### src/rtl/fpioa_eli_ctrl.sv
// ELI interrupt controller for four FPIOA request lines.
// Holds enable/pending/priority registers, picks the highest-priority
// eligible channel, presents it to the core and tracks the claim/complete
// handshake through a small IDLE/ASSERT/SERVICE state machine.
module fpioa_eli_ctrl (
  input  logic        clk,
  input  logic        rst_n,
  input  logic [3:0]  irq_fpioa_eli,
  input  logic [7:0]  waddr_i,
  input  logic [31:0] data_i,
  input  logic [3:0]  sel_i,
  input  logic        we_i,
  input  logic [7:0]  raddr_i,
  input  logic        rd_i,
  output logic [31:0] data_o,
  output logic        irq_o,
  output logic [1:0]  irq_id_o
);

  localparam logic [7:0] ADDR_EN    = 8'h00;
  localparam logic [7:0] ADDR_PEND  = 8'h04;
  localparam logic [7:0] ADDR_PRIO  = 8'h08;
  localparam logic [7:0] ADDR_CLAIM = 8'h0C;
  localparam logic [7:0] ADDR_STAT  = 8'h10;

  localparam logic [1:0] ST_IDLE    = 2'd0;
  localparam logic [1:0] ST_ASSERT  = 2'd1;
  localparam logic [1:0] ST_SERVICE = 2'd2;

  logic [3:0]  en_q, en_d;
  logic [3:0]  pend_q, pend_d;
  logic [7:0]  prio_q, prio_d;
  logic [1:0]  state_q, state_d;
  logic [1:0]  cur_id_q, cur_id_d;
  logic        irq_q, irq_d;
  logic [31:0] data_q, data_d;

  logic [3:0]  elig;
  logic        any_elig;
  logic [1:0]  win_id;
  logic [1:0]  win_prio;
  logic        claim_rd;
  logic        complete_wr;

  // Byte enables are not used and only the low PRIO byte of write data matters.
  logic unused_bits;
  assign unused_bits = ^{sel_i, data_i[31:8]};

  // A zero priority masks a channel even if it is enabled and pending.
  assign elig     = pend_q & en_q & {|prio_q[7:6], |prio_q[5:4], |prio_q[3:2], |prio_q[1:0]};
  assign any_elig = |elig;

  // Priority arbitration: strict greater-than keeps the lowest index on ties.
  always_comb begin
    win_id   = 2'd0;
    win_prio = 2'd0;
    for (int i = 0; i < 4; i++) begin
      if (elig[i] && (prio_q[2*i +: 2] > win_prio)) begin
        win_prio = prio_q[2*i +: 2];
        win_id   = 2'(i);
      end
    end
  end

  // Claim only takes effect while a channel is actually being presented.
  assign claim_rd    = rd_i && (raddr_i == ADDR_CLAIM) && (state_q == ST_ASSERT) && any_elig;
  assign complete_wr = we_i && (waddr_i == ADDR_CLAIM) && (state_q == ST_SERVICE) &&
                       (data_i[1:0] == cur_id_q);

  // State register.
  always_ff @(posedge clk or negedge rst_n) begin
    if (!rst_n) state_q <= ST_IDLE;
    else        state_q <= state_d;
  end

  // Next-state logic.
  always_comb begin
    state_d = state_q;
    case (state_q)
      ST_IDLE:    if (any_elig) state_d = ST_ASSERT;
      ST_ASSERT: begin
        if (!any_elig)     state_d = ST_IDLE;
        else if (claim_rd) state_d = ST_SERVICE;
      end
      ST_SERVICE: if (complete_wr) state_d = ST_IDLE;
      default:    state_d = ST_IDLE;
    endcase
  end

  // FSM outputs: presented id tracking and the registered irq level.
  always_comb begin
    cur_id_d = cur_id_q;
    if (((state_q == ST_IDLE) || (state_q == ST_ASSERT)) && any_elig && !claim_rd)
      cur_id_d = win_id;
    irq_d = (state_d == ST_ASSERT);
  end

  // Register file updates; new requests win over any same-cycle clear.
  always_comb begin
    en_d   = en_q;
    prio_d = prio_q;
    pend_d = pend_q;
    if (we_i && (waddr_i == ADDR_EN))   en_d   = data_i[3:0];
    if (we_i && (waddr_i == ADDR_PRIO)) prio_d = data_i[7:0];
    if (we_i && (waddr_i == ADDR_PEND)) pend_d = pend_d & ~data_i[3:0];
    if (claim_rd)                       pend_d[cur_id_q] = 1'b0;
    pend_d = pend_d | (irq_fpioa_eli & en_q);
  end

  // Read mux sees pre-edge register values; data_o holds when not reading.
  always_comb begin
    data_d = data_q;
    if (rd_i) begin
      case (raddr_i)
        ADDR_EN:    data_d = {28'd0, en_q};
        ADDR_PEND:  data_d = {28'd0, pend_q};
        ADDR_PRIO:  data_d = {24'd0, prio_q};
        ADDR_CLAIM: data_d = claim_rd ? {1'b1, 29'd0, cur_id_q} : 32'd0;
        ADDR_STAT:  data_d = {27'd0, irq_q, cur_id_q, state_q};
        default:    data_d = 32'd0;
      endcase
    end
  end

  // Datapath registers.
  always_ff @(posedge clk or negedge rst_n) begin
    if (!rst_n) begin
      en_q     <= 4'd0;
      pend_q   <= 4'd0;
      prio_q   <= 8'd0;
      cur_id_q <= 2'd0;
      irq_q    <= 1'b0;
      data_q   <= 32'd0;
    end else begin
      en_q     <= en_d;
      pend_q   <= pend_d;
      prio_q   <= prio_d;
      cur_id_q <= cur_id_d;
      irq_q    <= irq_d;
      data_q   <= data_d;
    end
  end

  assign data_o   = data_q;
  assign irq_o    = irq_q;
  assign irq_id_o = cur_id_q;

endmodule
### config.mk
export PLATFORM = sky130hd
export DESIGN_NAME = fpioa_eli_ctrl
export DESIGN_NICKNAME = d
export VERILOG_FILES = /design/src/rtl/fpioa_eli_ctrl.sv
export SDC_FILE = /design/constraint.sdc
export NUM_CORES = 1
export LEC_CHECK = 0
export ABC_CLOCK_PERIOD_IN_PS = 5200
export CORE_MARGIN = 8
export CORE_UTILIZATION = 40
export CTS_CLUSTER_DIAMETER = 60
export DETAILED_ROUTE_END_ITERATION = 8
export DONT_BUFFER_PORTS = 1
export PLACE_DENSITY = 0.54
export SYNTH_ARGS = -nofsm -noshare
export SYNTH_HDL_FRONTEND = slang
export SYNTH_SLANG_ARGS = --single-unit
### constraint.sdc
create_clock -name clk -period 5.2 [get_ports clk]
set_clock_uncertainty 0.1 [all_clocks]
set_input_delay 0.26 -clock clk [delete_from_list [all_inputs] [get_ports clk]]
set_output_delay 0.26 -clock clk [all_outputs]
set_load 0.05 [all_outputs]
==> out/metrics.csv <==
stage,metric,value,unit
clock_tree,cts_sinks,30,
clock_tree,cts.clk_slew.worst_paths,0.07,ns
worst_setup_path,rr_worst_depth,11,
synth,yosysUniqueCellTypes,44,
worst_setup_path,crit_required,5.31,ns
timing,hold_violations,0,
worst_setup_path,rrSetupSlack,1.63,ns
synth,yosysWarningCount,0,
clock_tree,cts.path.max_buffers,2,
grt,grt_usage,13.9,%
routing,antenna_left,0,
routing,routedWlPerCell,19.3,µm
timing,worst_pin_slew,0.803,ns
routing,routed-via-count,1406,
run_status,status,"finished, final reports clean",
routing,drt-initial-drc-count,86,
power_and_ir_drop,power.leakage,0.918,nW
die,core_area,0.00466,mm²
timing,setup_viol,0,
worst_setup_path,cp-start-kind,flip-flop,
synth,yosysTopAreaCellShare,39.1,%
timing,timing.setup.tns,0,ns
routing,drc_errors,0,
worst_setup_path,rr_endpoint,irq_id_o[0]$_DFFE_PN0P_,
synth,syn_area,0.00192,mm²
worst_setup_path,critical_path_class,reg2reg,
final_layout,drive_gt1_share,13.9,%
worst_setup_path,r2r-start,en_q[0]$_DFFE_PN0P_,
synth,yosys.area.top_type,dfrtp_1,
timing,drv_slew,0,
flow_run,max_cap_violations,0,
place,gp_congestion,0.845,
final_layout,num_antenna_cells,0,
worst_setup_path,crit_top_cell,ha_1,
clock_tree,cts_max_level,2,
final_layout,n_fill_cell,440,
worst_setup_path,critPathSlowestCell,dfrtp_1,
routing,routed_wl,4.78,mm
timing,period_share,68.6,%
worst_setup_path,crit_arrival,3.68,ns
synth,synthCells,185,
worst_setup_path,path_max_fanout,6,
grt,grt_pass1_vias,1508,
routing,first_pass_iters,5,
final_layout,area_growth,6.65,%
timing,slew-limit-headroom,45.8,%
die,die_area,0.00727,mm²
grt,antenna_found_initial,0,
power_and_ir_drop,p_per_area,303,mW/mm²
clock_tree,clk_latency,0.29,ns
synth,synth.area.top_cells,"dfrtp_1, buf_4, mux2_4, mux2_2, ha_1",
synth,avgSynthCellArea,10.4,µm²
power_and_ir_drop,ir_drop,0.000211,V
final_layout,most-common-layout-cells,"dfrtp_1, conb_1, inv_1, o21ai_0, nand2_1",
timing,fmax,0.280,GHz
worst_setup_path,cpPeakStageDelay,0.44,ns
die,die_w,85.3,µm
routing,viasPerCell,5.67,
die,boundaryPins,95,
synth,yosysSeqAreaShare,39.1,%
worst_hold_path,hp-start,data_i[4],
clock_tree,ctsRootBufferMaster,clkbuf_8,
clock_tree,numCtsBuffers,5,
die,std_cell_rows,25,
synth,ys_ff_latch,30,
clock_tree,cts_resized,0,
grt,overflow,0,
die,start_util,41.2,%
final_layout,nets,259,
place,dpl.hpwl,3.76,mm
final_layout,final_util,43.9,%
grt,grt_max_degree,31,
clock_tree,cts_tree,yes,
worst_setup_path,cp-end-kind,flip-flop,
die,die_height,85.3,µm
final_layout,final_common_cell,dfrtp_1,
timing,fin_crit,3.57,ns
timing,rsz0062_at_grt,false,
clock_tree,cts_setup_buffers,0,
worst_hold_path,hold_end,prio_q[4]$_DFFE_PN0P_,
worst_hold_path,hp-class,in2reg,
place,io_buffers,0,
grt,grt_first_pass_wirelength,7.90,mm
worst_hold_path,holdPathStages,1,
worst_setup_path,crit_chain,and3_1 > ha_1 > a221o_1 > mux2_2 > ha_1 > nand2b_1 > a221o_1 > mux2_2 > ha_1 > a211o_1 > a31oi_1,
==> worst max-delay path, delay by kind of cell, from the launching register on <==
| family | cells | cell delay [ns] |
|---|---|---|
| compound gates | 4 | 1.21 |
| fa+ha+maj | 3 | 0.85 |
| mux | 2 | 0.61 |
| flops | 1 | 0.44 |
| simple gates | 2 | 0.28 |
==> registers in the layout, indices dropped and copies added, names as in the netlist <==
name      count
data_o        9
en_q          4
irq_id_o      2
irq_o         1
pend_q        4
prio_q        8
state_q       2
==> cells in the mapped netlist (all sizes together) <==
cell	n
a211o	1
a21o	1
a21oi	3
a221o	2
a22o	5
a22oi	5
a2bb2oi	2
a31oi	2
a41oi	1
and2	3
and3	3
and4	1
and4b	2
buf	24
clkbuf	2
conb	1
dfrtp	30
ha	6
inv	11
mux2	15
mux2i	4
nand2	10
nand2b	3
nand3	2
nand3b	5
nand4	4
nor2	2
nor2b	3
nor3	4
nor4	1
nor4b	2
o211ai	4
o21ai	11
o221ai	2
o22a	1
o22ai	2
or3	1
or3b	1
or4	1
xnor2	2
==> how the worst max path moves through the flow <==
| stage | startpoint | to | slack, ns | cells after the start |
|---|---|---|---|---|
| 2_1_floorplan | en_q[0]$_DFFE_PN0P_ | irq_id_o[1]$_DFFE_PN0P_ | 1.89 | 10 |
| 3_3_place_gp | en_q[0]$_DFFE_PN0P_ | irq_id_o[1]$_DFFE_PN0P_ | 1.72 | 10 |
| 3_5_place_dp | en_q[0]$_DFFE_PN0P_ | irq_id_o[0]$_DFFE_PN0P_ | 1.61 | 11 |
| 4_1_cts | en_q[0]$_DFFE_PN0P_ | irq_id_o[0]$_DFFE_PN0P_ | 1.61 | 11 |
| 5_1_grt | en_q[0]$_DFFE_PN0P_ | irq_id_o[0]$_DFFE_PN0P_ | 1.42 | 14 |
| 6_report | en_q[0]$_DFFE_PN0P_ | irq_id_o[0]$_DFFE_PN0P_ | 1.63 | 11 |
==> repair_timing <==
item,CTS,global route
hold endpoints to repair,34,0
setup endpoints to repair,0,0
hold buffers,5,0
==> power breakdown <==
| part | internal (mW) | switching (mW) | total [mW] | leakage [nW] |
|---|---|---|---|---|
| Combinational | 0.0304 | 0.0609 | 0.0913 | 0.452 |
| Clock | 0.141 | 0.0922 | 0.233 | 0.0579 |
| Sequential | 0.253 | 0.0430 | 0.296 | 0.408 |
==> final cells by class <==
type | instances | area, µm² | share of cell area [%]
clock inverter | 3 | 40.0 | 1.96
sequential | 30 | 751 | 36.7
tap | 54 | 67.6 | 3.30
timing repair buffer | 5 | 60.1 | 2.93
multi-input combinational | 140 | 1020 | 49.8
clock buffer | 5 | 68.8 | 3.36
inverter | 11 | 41.3 | 2.02
==> through the flow <==
stage	worst slack, ns	instance area [µm²]	power (mW)	hold slack (ns)	std cells
final	1.63	2050	0.620	0.0130	248
after detailed placement	1.61	1880	0.382	-0.135	235
after global placement	1.72	1880	0.379	-0.135	235
after floorplan	1.89	2000	0.378	-0.136	207
after CTS	1.61	2050	0.624	0.00622	248
after global routing	1.42	2050	0.649	0.00205	248
==> routing by layer <==
| layer | global-route usage [%] | vias to the layer above | wire [µm] |
|---|---|---|---|
| met5 | 0 | - | 0 |
| met4 | 3.82 | 0 | 50 |
| met3 | 6.95 | 6 | 537 |
| met2 | 22.0 | 59 | 2210 |
| met1 | 16.2 | 686 | 1990 |
| li1 | - | 655 | - |
==> cell families after synthesis <==
family	Yosys count	share of synthesized area [%]
mux	19	12.5
buf+inv	37	12.1
simple gates	48	15.9
other cells	1	0.195
flops	30	39.1
xor+xnor	2	0.913
compound gates	42	15.4
fa+ha+maj	6	3.91
Power figures use the tool's default switching activity.
